### src/rtl/prt_scaler_pkg.sv
// Shared types and constants for the bilinear scaler control agent:
// tap order, window select encoding, coefficient scale and FSM states.
package prt_scaler_pkg;

    localparam int N_TAPS     = 4;
    localparam int TAP_00     = 0;   // line0, col n
    localparam int TAP_01     = 1;   // line0, col n+1
    localparam int TAP_10     = 2;   // line1, col n
    localparam int TAP_11     = 3;   // line1, col n+1

    localparam logic [3:0]  SEL_L0_C0  = 4'd0;
    localparam logic [3:0]  SEL_L1_C0  = 4'd5;
    localparam int          P_COEF_SUM = 64;
    localparam int          P_FX_ONE   = 8;
    localparam logic [15:0] P_STEP_MAX = 16'h1000;

    typedef enum logic [1:0] {
        ST_IDLE,
        ST_SOL,
        ST_ACTIVE,
        ST_EOL
    } agnt_state_e;

    function automatic logic [7:0] bilin_w(input logic [3:0] a, input logic [3:0] b);
        return 8'(a) * 8'(b);
    endfunction

    function automatic logic step_bad(input logic [15:0] step);
        return (step == 16'd0) || (step > P_STEP_MAX);
    endfunction

endpackage

### src/rtl/prt_scaler_agnt_phase.sv
// Maps one output pixel's phase (window column + 3-bit fractions) to the
// four kernel tap selects and their bilinear weights.
module prt_scaler_agnt_phase
    import prt_scaler_pkg::*;
(
    input  logic [4:0]          ph_i,    // {column offset[1:0], fx[2:0]}
    input  logic [2:0]          fy_i,
    output logic [N_TAPS*4-1:0] sel_o,
    output logic [N_TAPS*8-1:0] coef_o
);

    logic [3:0] n;
    logic [3:0] fx;
    logic [3:0] fy;
    logic [3:0] gx;
    logic [3:0] gy;
    logic [7:0] c01;
    logic [7:0] c10;
    logic [7:0] c11;

    assign n  = {2'b00, ph_i[4:3]};
    assign fx = {1'b0, ph_i[2:0]};
    assign fy = {1'b0, fy_i};
    assign gx = 4'(P_FX_ONE) - fx;
    assign gy = 4'(P_FX_ONE) - fy;

    assign sel_o[TAP_00*4 +: 4] = SEL_L0_C0 + n;
    assign sel_o[TAP_01*4 +: 4] = SEL_L0_C0 + n + 4'd1;
    assign sel_o[TAP_10*4 +: 4] = SEL_L1_C0 + n;
    assign sel_o[TAP_11*4 +: 4] = SEL_L1_C0 + n + 4'd1;

    assign c01 = bilin_w(fx, gy);
    assign c10 = bilin_w(gx, fy);
    assign c11 = bilin_w(fx, fy);

    // The weights are a partition of unity, so the home tap takes the remainder.
    assign coef_o[TAP_00*8 +: 8] = 8'(P_COEF_SUM) - c01 - c10 - c11;
    assign coef_o[TAP_01*8 +: 8] = c01;
    assign coef_o[TAP_10*8 +: 8] = c10;
    assign coef_o[TAP_11*8 +: 8] = c11;

endmodule

### src/rtl/prt_scaler_agnt.sv
// Bilinear upscaler control agent: walks horizontal/vertical phase accumulators
// over the destination frame and drives tap selects, weights and window advance.
module prt_scaler_agnt
    import prt_scaler_pkg::*;
#(
    parameter int P_PPC  = 4,
    parameter int P_FRAC = 12
) (
    input  logic        CLK_IN,
    input  logic        RST_IN,
    input  logic        CFG_RUN_IN,
    input  logic [15:0] CFG_HSTEP_IN,
    input  logic [15:0] CFG_VSTEP_IN,
    input  logic [15:0] CFG_DST_CLKS_IN,
    input  logic [15:0] CFG_DST_H_IN,
    input  logic        SLW_RDY_IN,
    output logic        SLW_SOL_OUT,
    output logic [2:0]  SLW_SHIFT_OUT,
    output logic        LB_NXT_OUT,
    output logic        AGNT_DE_OUT,
    output logic [63:0] MUX_SEL_OUT,
    output logic [31:0] COEF_P0_OUT,
    output logic [31:0] COEF_P1_OUT,
    output logic [31:0] COEF_P2_OUT,
    output logic [31:0] COEF_P3_OUT,
    output logic        STA_BUSY_OUT,
    output logic        STA_DONE_OUT,
    output logic        STA_CFG_ERR_OUT
);

    localparam int LW_P   = P_FRAC + 2;
    localparam int LW_N   = P_FRAC + 3;
    localparam int LW_SEL = P_PPC * N_TAPS * 4;
    localparam int LW_COF = P_PPC * N_TAPS * 8;
    localparam logic [P_FRAC:0] STEP_ONE = {1'b1, {P_FRAC{1'b0}}};

    agnt_state_e       state_q, state_d;
    logic [P_FRAC:0]   hstep_q, hstep_d;
    logic [P_FRAC:0]   vstep_q, vstep_d;
    logic [15:0]       dst_clks_q, dst_clks_d;
    logic [15:0]       dst_h_q, dst_h_d;
    logic              cfg_err_q, cfg_err_d;
    logic [P_FRAC-1:0] hbase_q, hbase_d;
    logic [P_FRAC-1:0] vacc_q, vacc_d;
    logic [15:0]       clk_cnt_q, clk_cnt_d;
    logic [15:0]       line_cnt_q, line_cnt_d;
    logic [LW_SEL-1:0] sel_hold_q, sel_hold_d;
    logic [LW_COF-1:0] coef_hold_q, coef_hold_d;

    logic [LW_SEL-1:0] sel_w;
    logic [LW_COF-1:0] coef_w;
    logic [LW_COF-1:0] coef_out;
    logic [LW_N-1:0]   nxt;
    logic [P_FRAC:0]   vnxt;
    logic              de, sol, lb_nxt, done;
    logic [2:0]        shift;

    genvar gi;
    generate
        for (gi = 0; gi < P_PPC; gi++) begin : g_pix
            logic [4:0] ph;
            assign ph = 5'(({2'b00, hbase_q} + LW_P'(gi) * {1'b0, hstep_q}) >> (P_FRAC - 3));

            prt_scaler_agnt_phase u_phase (
                .ph_i   (ph),
                .fy_i   (vacc_q[P_FRAC-1 -: 3]),
                .sel_o  (sel_w[gi*N_TAPS*4 +: N_TAPS*4]),
                .coef_o (coef_w[gi*N_TAPS*8 +: N_TAPS*8])
            );
        end
    endgenerate

    assign nxt  = {3'b000, hbase_q} + LW_N'(P_PPC) * {2'b00, hstep_q};
    assign vnxt = {1'b0, vacc_q} + vstep_q;

    always_comb begin
        state_d     = state_q;
        hstep_d     = hstep_q;
        vstep_d     = vstep_q;
        dst_clks_d  = dst_clks_q;
        dst_h_d     = dst_h_q;
        cfg_err_d   = cfg_err_q;
        hbase_d     = hbase_q;
        vacc_d      = vacc_q;
        clk_cnt_d   = clk_cnt_q;
        line_cnt_d  = line_cnt_q;
        sel_hold_d  = sel_hold_q;
        coef_hold_d = coef_hold_q;
        de          = 1'b0;
        sol         = 1'b0;
        lb_nxt      = 1'b0;
        done        = 1'b0;
        shift       = 3'd0;
        case (state_q)
            ST_IDLE: begin
                if (CFG_RUN_IN) begin
                    state_d    = ST_SOL;
                    hstep_d    = step_bad(CFG_HSTEP_IN) ? STEP_ONE : CFG_HSTEP_IN[P_FRAC:0];
                    vstep_d    = step_bad(CFG_VSTEP_IN) ? STEP_ONE : CFG_VSTEP_IN[P_FRAC:0];
                    cfg_err_d  = step_bad(CFG_HSTEP_IN) || step_bad(CFG_VSTEP_IN);
                    dst_clks_d = (CFG_DST_CLKS_IN == 16'd0) ? 16'd1 : CFG_DST_CLKS_IN;
                    dst_h_d    = (CFG_DST_H_IN == 16'd0) ? 16'd1 : CFG_DST_H_IN;
                    vacc_d     = '0;
                    line_cnt_d = '0;
                end
            end
            ST_SOL: begin
                sol       = 1'b1;
                hbase_d   = '0;
                clk_cnt_d = '0;
                state_d   = ST_ACTIVE;
            end
            ST_ACTIVE: begin
                // A stalled window freezes the walk; nothing advances until RDY returns.
                if (SLW_RDY_IN) begin
                    de          = 1'b1;
                    shift       = nxt[LW_N-1:P_FRAC];
                    hbase_d     = nxt[P_FRAC-1:0];
                    sel_hold_d  = sel_w;
                    coef_hold_d = coef_w;
                    if (clk_cnt_q == dst_clks_q - 16'd1) begin
                        clk_cnt_d = '0;
                        state_d   = ST_EOL;
                    end else begin
                        clk_cnt_d = clk_cnt_q + 16'd1;
                    end
                end
            end
            ST_EOL: begin
                lb_nxt     = vnxt[P_FRAC];
                vacc_d     = vnxt[P_FRAC-1:0];
                line_cnt_d = line_cnt_q + 16'd1;
                state_d    = ST_SOL;
                if (line_cnt_q == dst_h_q - 16'd1) begin
                    done       = 1'b1;
                    vacc_d     = '0;
                    line_cnt_d = '0;
                    if (CFG_RUN_IN) begin
                        cfg_err_d = 1'b0;
                    end else begin
                        state_d = ST_IDLE;
                    end
                end
            end
            default: state_d = ST_IDLE;
        endcase
    end

    always_ff @(posedge CLK_IN or negedge RST_IN) begin
        if (!RST_IN) begin
            state_q     <= ST_IDLE;
            hstep_q     <= '0;
            vstep_q     <= '0;
            dst_clks_q  <= '0;
            dst_h_q     <= '0;
            cfg_err_q   <= 1'b0;
            hbase_q     <= '0;
            vacc_q      <= '0;
            clk_cnt_q   <= '0;
            line_cnt_q  <= '0;
            sel_hold_q  <= '0;
            coef_hold_q <= '0;
        end else begin
            state_q     <= state_d;
            hstep_q     <= hstep_d;
            vstep_q     <= vstep_d;
            dst_clks_q  <= dst_clks_d;
            dst_h_q     <= dst_h_d;
            cfg_err_q   <= cfg_err_d;
            hbase_q     <= hbase_d;
            vacc_q      <= vacc_d;
            clk_cnt_q   <= clk_cnt_d;
            line_cnt_q  <= line_cnt_d;
            sel_hold_q  <= sel_hold_d;
            coef_hold_q <= coef_hold_d;
        end
    end

    // Selects/weights track the live window only while DE is high; otherwise hold.
    assign coef_out        = de ? coef_w : coef_hold_q;
    assign MUX_SEL_OUT     = de ? sel_w : sel_hold_q;
    assign COEF_P0_OUT     = coef_out[0*32 +: 32];
    assign COEF_P1_OUT     = coef_out[1*32 +: 32];
    assign COEF_P2_OUT     = coef_out[2*32 +: 32];
    assign COEF_P3_OUT     = coef_out[3*32 +: 32];
    assign AGNT_DE_OUT     = de;
    assign SLW_SOL_OUT     = sol;
    assign SLW_SHIFT_OUT   = shift;
    assign LB_NXT_OUT      = lb_nxt;
    assign STA_DONE_OUT    = done;
    assign STA_BUSY_OUT    = (state_q != ST_IDLE);
    assign STA_CFG_ERR_OUT = cfg_err_q;

endmodule

### config.mk
export PLATFORM = sky130hd
export DESIGN_NAME = prt_scaler_agnt
export DESIGN_NICKNAME = d
export VERILOG_FILES = /design/src/rtl/prt_scaler_pkg.sv /design/src/rtl/prt_scaler_agnt_phase.sv /design/src/rtl/prt_scaler_agnt.sv
export SDC_FILE = /design/constraint.sdc
export NUM_CORES = 1
export LEC_CHECK = 0
export CAP_MARGIN = 20
export CORE_MARGIN = 3
export CORE_UTILIZATION = 39
export DETAILED_ROUTE_END_ITERATION = 10
export PLACE_DENSITY = 0.6
export SYNTH_ARGS = -nofsm -noshare
export SYNTH_HDL_FRONTEND = slang
export SYNTH_SLANG_ARGS = --single-unit
### constraint.sdc
create_clock -name CLK_IN -period 16 [get_ports CLK_IN]
set_clock_uncertainty 0.1 [all_clocks]
set_input_delay 3.2 -clock CLK_IN [delete_from_list [all_inputs] [get_ports CLK_IN]]
set_output_delay 3.2 -clock CLK_IN [all_outputs]
set_load 0.05 [all_outputs]
Yosys cells after proc, flatten, opt, wreduce, memory -nomap -nowiden

Cells that the tools add are included.
Widths: inputs -> output; s select.

Register bits: 292
Input port bits: 68
Output and inout bits: 201
Word-level logic and storage cells: 124

Add/sub/neg operators: 35
Multipliers: 13
Magnitude comparators: 2
Eq/ne operators: 10
Multiplexer cells: 35
Reduce and logical (&&, ||, !) cells: 17

Operator list:

| kind                  | number |
|---|---|
| $mux 128              | 1 |
| $mux 16               | 6 |
| $logic_not 16->1      | 4 |
| $mux 64               | 1 |
| $pmux 16 s2           | 2 |
| $sub 8x8->8           | 8 |
| $pmux 12 s2           | 2 |
| $mux 12               | 3 |
| $add 16x1->16 const B | 2 |
| $eq 16x16->1          | 2 |
| $gt 16x13->1 const B  | 2 |
| $sub 16x1->16 const B | 2 |
| $sub 7x8->8 const A   | 4 |
| $add 12x14->14        | 2 |
| $mul 3x4->7           | 4 |
| $mul 4x3->7           | 4 |
| $mux 13               | 2 |
| $mul 3x3->6           | 4 |
| $sub 4x3->4 const A   | 5 |
| $add 12x15->15        | 1 |
| $add 12x13->14        | 1 |
| $mul 2x13->14 const A | 1 |
| $add 12x13->13        | 1 |
| $add 3x2->4 const A   | 3 |
| 16 further kinds      | 45 |

Depth between registers and ports, before layout

Depth after elaboration: 7
Mapped depth: 29
Mapped depth without buffers: 29

Cells and area by module

From an unflattened synthesis, not the netlist that was laid out.

Cells, all modules: 2481
Area, all modules: 21379.3 sq um

By module, submodules not included:

| module                                   | times used | cells an instance | area an instance (sq um) | sequential area each (sq um) |
|---|---|---|---|---|
| prt_scaler_agnt                          | 1          | 1753              | 15372.2                  | 7682.4 |
| prt_scaler_agnt_phase (g_pix[1].u_phase) | 1          | 183               | 1508.9                   | 0.0 |
| prt_scaler_agnt_phase (g_pix[0].u_phase) | 1          | 185               | 1507.7                   | 0.0 |
| prt_scaler_agnt_phase (g_pix[2].u_phase) | 1          | 180               | 1498.9                   | 0.0 |
| prt_scaler_agnt_phase (g_pix[3].u_phase) | 1          | 180               | 1491.4                   | 0.0 |

Worst setup path after synthesis

No wires, ideal clock.

Kind: reg-to-output
Start: register hstep_q[2]
End: output port COEF_P3_OUT[7]
Arrival: 7071 ps
Data required time: 12700 ps
Slack: 5629 ps
Cell stages (with the launch flop): 30
Path buffers: 0
Cells stage by stage: dfrtp_1 inv_1 fa_1 inv_1 ha_1 a21o_1 a21oi_1 o211ai_1 a31oi_1 xnor2_1 inv_1 ha_1 xnor2_1 and2_1 fa_1 ha_1 inv_1 fa_1 inv_1 fa_1 inv_1 ha_1 ha_1 nor2b_1 o21ai_0 nand2b_1 a21o_1 a21oi_1 xnor2_1 o21ai_0

Cells in the longest elaborated chain, start to end: 7
Elaborated cells on any way between the ends: 10
Classes of those cells: add/sub: 5; mul: 4; mux: 1

Ends and longest elaborated chain:

| item                      | RTL line                    | source |
|---|---|---|
| start, declared           | prt_scaler_agnt.sv:38       | `logic [P_FRAC:0] hstep_q, hstep_d;` |
| start signal, assigned    | prt_scaler_agnt.sv:165      | `hstep_q <= hstep_d;` |
| $mul 2x13->14             | prt_scaler_agnt.sv:62       | `assign ph = 5'(({2'b00, hbase_q} + LW_P'(gi) * {1'b0, hstep_q}) >> (P_FRAC - 3));` |
| $add 12x14->14            | prt_scaler_agnt.sv:62       |  |
| $sub 4x3->4               | prt_scaler_agnt_phase.sv:24 | `assign gx = 4'(P_FX_ONE) - fx;` |
| $mul 4x3->7               | prt_scaler_pkg.sv:25        | `return 8'(a) * 8'(b);` |
| net coef_w[115]           | prt_scaler_agnt.sv:51       | `logic [LW_COF-1:0] coef_w;` |
| $sub 8x8->8 (2 in series) | prt_scaler_agnt_phase.sv:37 | `assign coef_o[TAP_00*8 +: 8] = 8'(P_COEF_SUM) - c01 - c10 - c11;` |
| $mux 128                  | prt_scaler_agnt.sv:180      | `assign coef_out = de ? coef_w : coef_hold_q;` |
| end, declared             | prt_scaler_agnt.sv:25       | `output logic [31:0] COEF_P3_OUT,` |

The timed path passes the listed nets, and every way through them passes these cells.

Final worst setup path

Same ends and word-level chain as after synthesis.

==> qor.json <==
{
  "synthesis": {
    "synth_ff_type": "sky130_fd_sc_hd__dfrtp_1",
    "synth_edf_count": 0,
    "yosysUniqueCellTypes": 77,
    "async_reset_ff_share_pct": 100,
    "synth.ff_latch_count": 237,
    "syn-mean-instance-area_um2": 9.02,
    "synthesis.instances": 1970,
    "netlist_area_um2": 17800,
    "sequential_to_total_area_share_from_yosys_stat_pct": 33.4,
    "synthesis.yosys.warnings": 0
  },
  "sta": {
    "rsz0062_at_grt": "false",
    "hold_violation_total_from_the_final_report": 0,
    "worst_pin_slew_ns": 0.963,
    "final_period_minus_worst_setup_slack_ns": 11.35,
    "slew-limit-headroom_pct": 35.8,
    "fmax_mhz": 88.1,
    "final.setup.tns_ns": 0,
    "setup-violations-final": 0,
    "finalCritPeriodShare_pct": 70.9,
    "finalMaxSlewViolations": 0,
    "final_critical_path_setup_slack_ns": 4.65
  },
  "final_layout": {
    "num_antenna_cells": 0,
    "fillerInstances": 4278,
    "layout_common_cells": "sky130_fd_sc_hd__nand2_1, sky130_fd_sc_hd__dfrtp_1, sky130_fd_sc_hd__clkdlybuf4s50_1",
    "multi_input_area_um2": 10600,
    "combined_flip_flop_and_latch_cell_area_um2": 5930,
    "drive_above_1_share_pct": 4.21,
    "final_common_cell": "sky130_fd_sc_hd__nand2_1",
    "finalNetCount": 2465,
    "synthToLayoutAreaGrowth_pct": 19.1
  },
  "cts": {
    "numClockSinks": 237,
    "clock_latency_ns": 0.57,
    "cts_buffer_depth": 3,
    "post_cts.repair.setup_buffers": 0,
    "cts_htree_levels": 1,
    "tritoncts": "yes",
    "cts.clk_slew.worst_paths_ns": 0.06,
    "ctsResizeCount": 0,
    "cts-hold-fix-buffers": 0,
    "root_buffer": "sky130_fd_sc_hd__clkbuf_16",
    "numCtsBuffers": 28
  },
  "worst_setup_path": {
    "cpPeakStageDelay_ns": 0.86,
    "timing_worst_setup_path_type": "reg -> out",
    "crit_path_end_kind": "output port",
    "slowest_cp_cell": "sky130_fd_sc_hd__clkdlybuf4s50_1",
    "crit_path_start_kind": "flop",
    "critical_path_required_ns": 12.70,
    "worst-path-max-fanout": 6,
    "critical_path_arrival_ns": 8.05,
    "critical_path.top_delay_family": "adder cells",
    "critical_path.n_buffers_inverters": 7,
    "timing.critical_path.mode_cell": "sky130_fd_sc_hd__inv_1"
  },
  "floorplanning": {
    "width_of_the_chip_um": 219,
    "core_area_um2": 44600,
    "floorplan.die.height_um": 219,
    "std_cell_rows": 77,
    "pin_count": 269,
    "effective_utilization_at_floorplan_pct": 39.8,
    "design.die.area_um2": 48100
  },
  "hold_path": {
    "hp-class": "reg -> reg"
  },
  "run_status": {
    "run_status": "complete, no violations"
  },
  "power": {
    "leakage_component_of_the_power_nw": 10.5,
    "vdd_ir_drop_max_v": 0.000244,
    "power_density_nw_per_um2": 203
  },
  "place": {
    "post-dp-hpwl_um": 34100,
    "port_buffers": 232,
    "gpl.final_weighted_congestion": 0.882,
    "place_ws_ns": 5.27
  },
  "global_routing": {
    "pin_count_of_the_biggest_net_entering_global_routing": 96,
    "first_global_vias": 14000,
    "grt_pass1_wl_um": 72400,
    "grt_use_total_pct": 18.4,
    "grt_antenna_before_repair": 0,
    "global_route.overflow_total": 0
  },
  "routing": {
    "avgRoutedWirePerCell_um": 16.1,
    "drc_errors": 0,
    "finalWirelength_um": 44400,
    "detail-route-antenna-nets": 0,
    "vias_per_cell": 5.00,
    "dr_total_vias": 13800,
    "dr.pass1.iters": 5,
    "drt_first_iter_violations": 651
  },
  "run": {
    "drv.max_cap_violation_count": 0
  }
}
-- cell usage after synthesis (11+ instances only) --
master,n,area share (%)
sky130_fd_sc_hd__nand2_1,425,9.0
sky130_fd_sc_hd__dfrtp_1,237,33
sky130_fd_sc_hd__ha_1,184,13
sky130_fd_sc_hd__inv_1,136,2.9
sky130_fd_sc_hd__o21ai_0,121,3.4
sky130_fd_sc_hd__xnor2_1,76,3.7
sky130_fd_sc_hd__fa_1,72,8.1
sky130_fd_sc_hd__buf_4,70,3.0
sky130_fd_sc_hd__a21oi_1,65,1.8
sky130_fd_sc_hd__a21o_1,54,2.3
sky130_fd_sc_hd__nor2_1,54,1.1
sky130_fd_sc_hd__clkbuf_1,50,1.1
sky130_fd_sc_hd__and2_1,47,1.7
sky130_fd_sc_hd__xor2_1,46,2.3
sky130_fd_sc_hd__nand2b_1,32,1.1
sky130_fd_sc_hd__nor3_1,29,0.82
sky130_fd_sc_hd__nor4_1,24,0.85
sky130_fd_sc_hd__nor2b_1,21,0.74
sky130_fd_sc_hd__nand3_1,20,0.56
sky130_fd_sc_hd__a22o_1,18,0.89
sky130_fd_sc_hd__a31oi_1,18,0.63
sky130_fd_sc_hd__and3_1,17,0.60
sky130_fd_sc_hd__buf_1,11,0.23
-- power breakdown --
group	internal (mW)	leakage (nW)	switching [mW]
Sequential	0.768	3.15	0.152
Clock	0.377	0.453	0.262
Combinational	1.04	6.87	1.69
-- final timing paths --
| kind | endpoint | depth (start not counted) | slack (ns) | start |
|---|---|---|---|---|
| max reg2reg | coef_hold_q[103] | 29 | 9.16 | hstep_q[2] |
| max | COEF_P3_OUT[7] | 30 | 4.65 | hstep_q[2] |
| max in group asynchronous | clk_cnt_q[11] | 3 | 10.97 | RST_IN |
| min in group asynchronous | coef_hold_q[114] | 1 | 2.53 | RST_IN |
| min | coef_hold_q[51] | 2 | 0.37 | coef_hold_q[51] |
| min reg2reg | coef_hold_q[51] | 2 | 0.37 | coef_hold_q[51] |
-- sequential cells by signal, summed over array words and instances, names as in the netlist --
signal	cells
vstep_q	13
line_cnt_q	16
vacc_q	12
coef_hold_q	100
hstep_q	13
clk_cnt_q	16
dst_clks_q	16
sel_hold_q	22
dst_h_q	16
hbase_q	10
STA_CFG_ERR_OUT	1
state_q	2
-- logic make-up after synthesis --
| family | synth area share, % |
|---|---|
| compound gates | 12.3 |
| simple gates | 18.6 |
| other cells | 0.0211 |
| xor+xnor | 6.01 |
| buf+inv | 7.68 |
| fa+ha+maj | 21.1 |
| flops | 33.4 |
| mux | 0.972 |
-- per-stage QoR --
| step | power, mW | instance area (µm²) | instances | util [%] | hold WS (ns) |
|---|---|---|---|---|---|
| 3_5_place_dp | 3.66 | 20200 | 2701 | 45.3 | 0.347 |
| 4_1_cts | 4.33 | 21100 | 2751 | 47.4 | 0.376 |
| 2_1_floorplan | 2.97 | 17900 | 2005 | - | 0.325 |
| 5_1_grt | 4.65 | 21200 | 2753 | 47.4 | 0.397 |
| 6_report | 4.29 | 21200 | 2753 | 47.4 | 0.370 |
| 3_3_place_gp | 3.61 | 20200 | 2701 | 45.3 | 0.342 |
-- metal layers --
metal	GRT usage [%]	vias to the layer above	part of all wire, %
met5	0	-	0
met4	4.23	0	2.3
met3	2.73	64	4.4
met2	31.9	278	48
met1	24.4	6577	45
li1	-	6850	-
-- layout make-up --
class / count / area share [%]
clock inverter: 13 / 0.656
clock buffer: 37 / 3.71
timing repair buffer: 246 / 11.5
multi-input combinational: 1490 / 50.2
tap: 592 / 3.50
inverter: 138 / 2.45
sequential: 237 / 28.0
-- worst reg2reg max path, delay by kind of cell, from the launching register on --
family                   cells  cell delay, ns
flip-flops                   1            0.44
adder cells (fa/ha/maj)      9            3.36
AND/OR/NAND/NOR              3            0.45
buffers and inverters        6            0.47
AO/OA/AOI/OAI                8            1.33
XOR/XNOR                     3            0.53
Note: power is estimated with default switching activity, not from simulation.
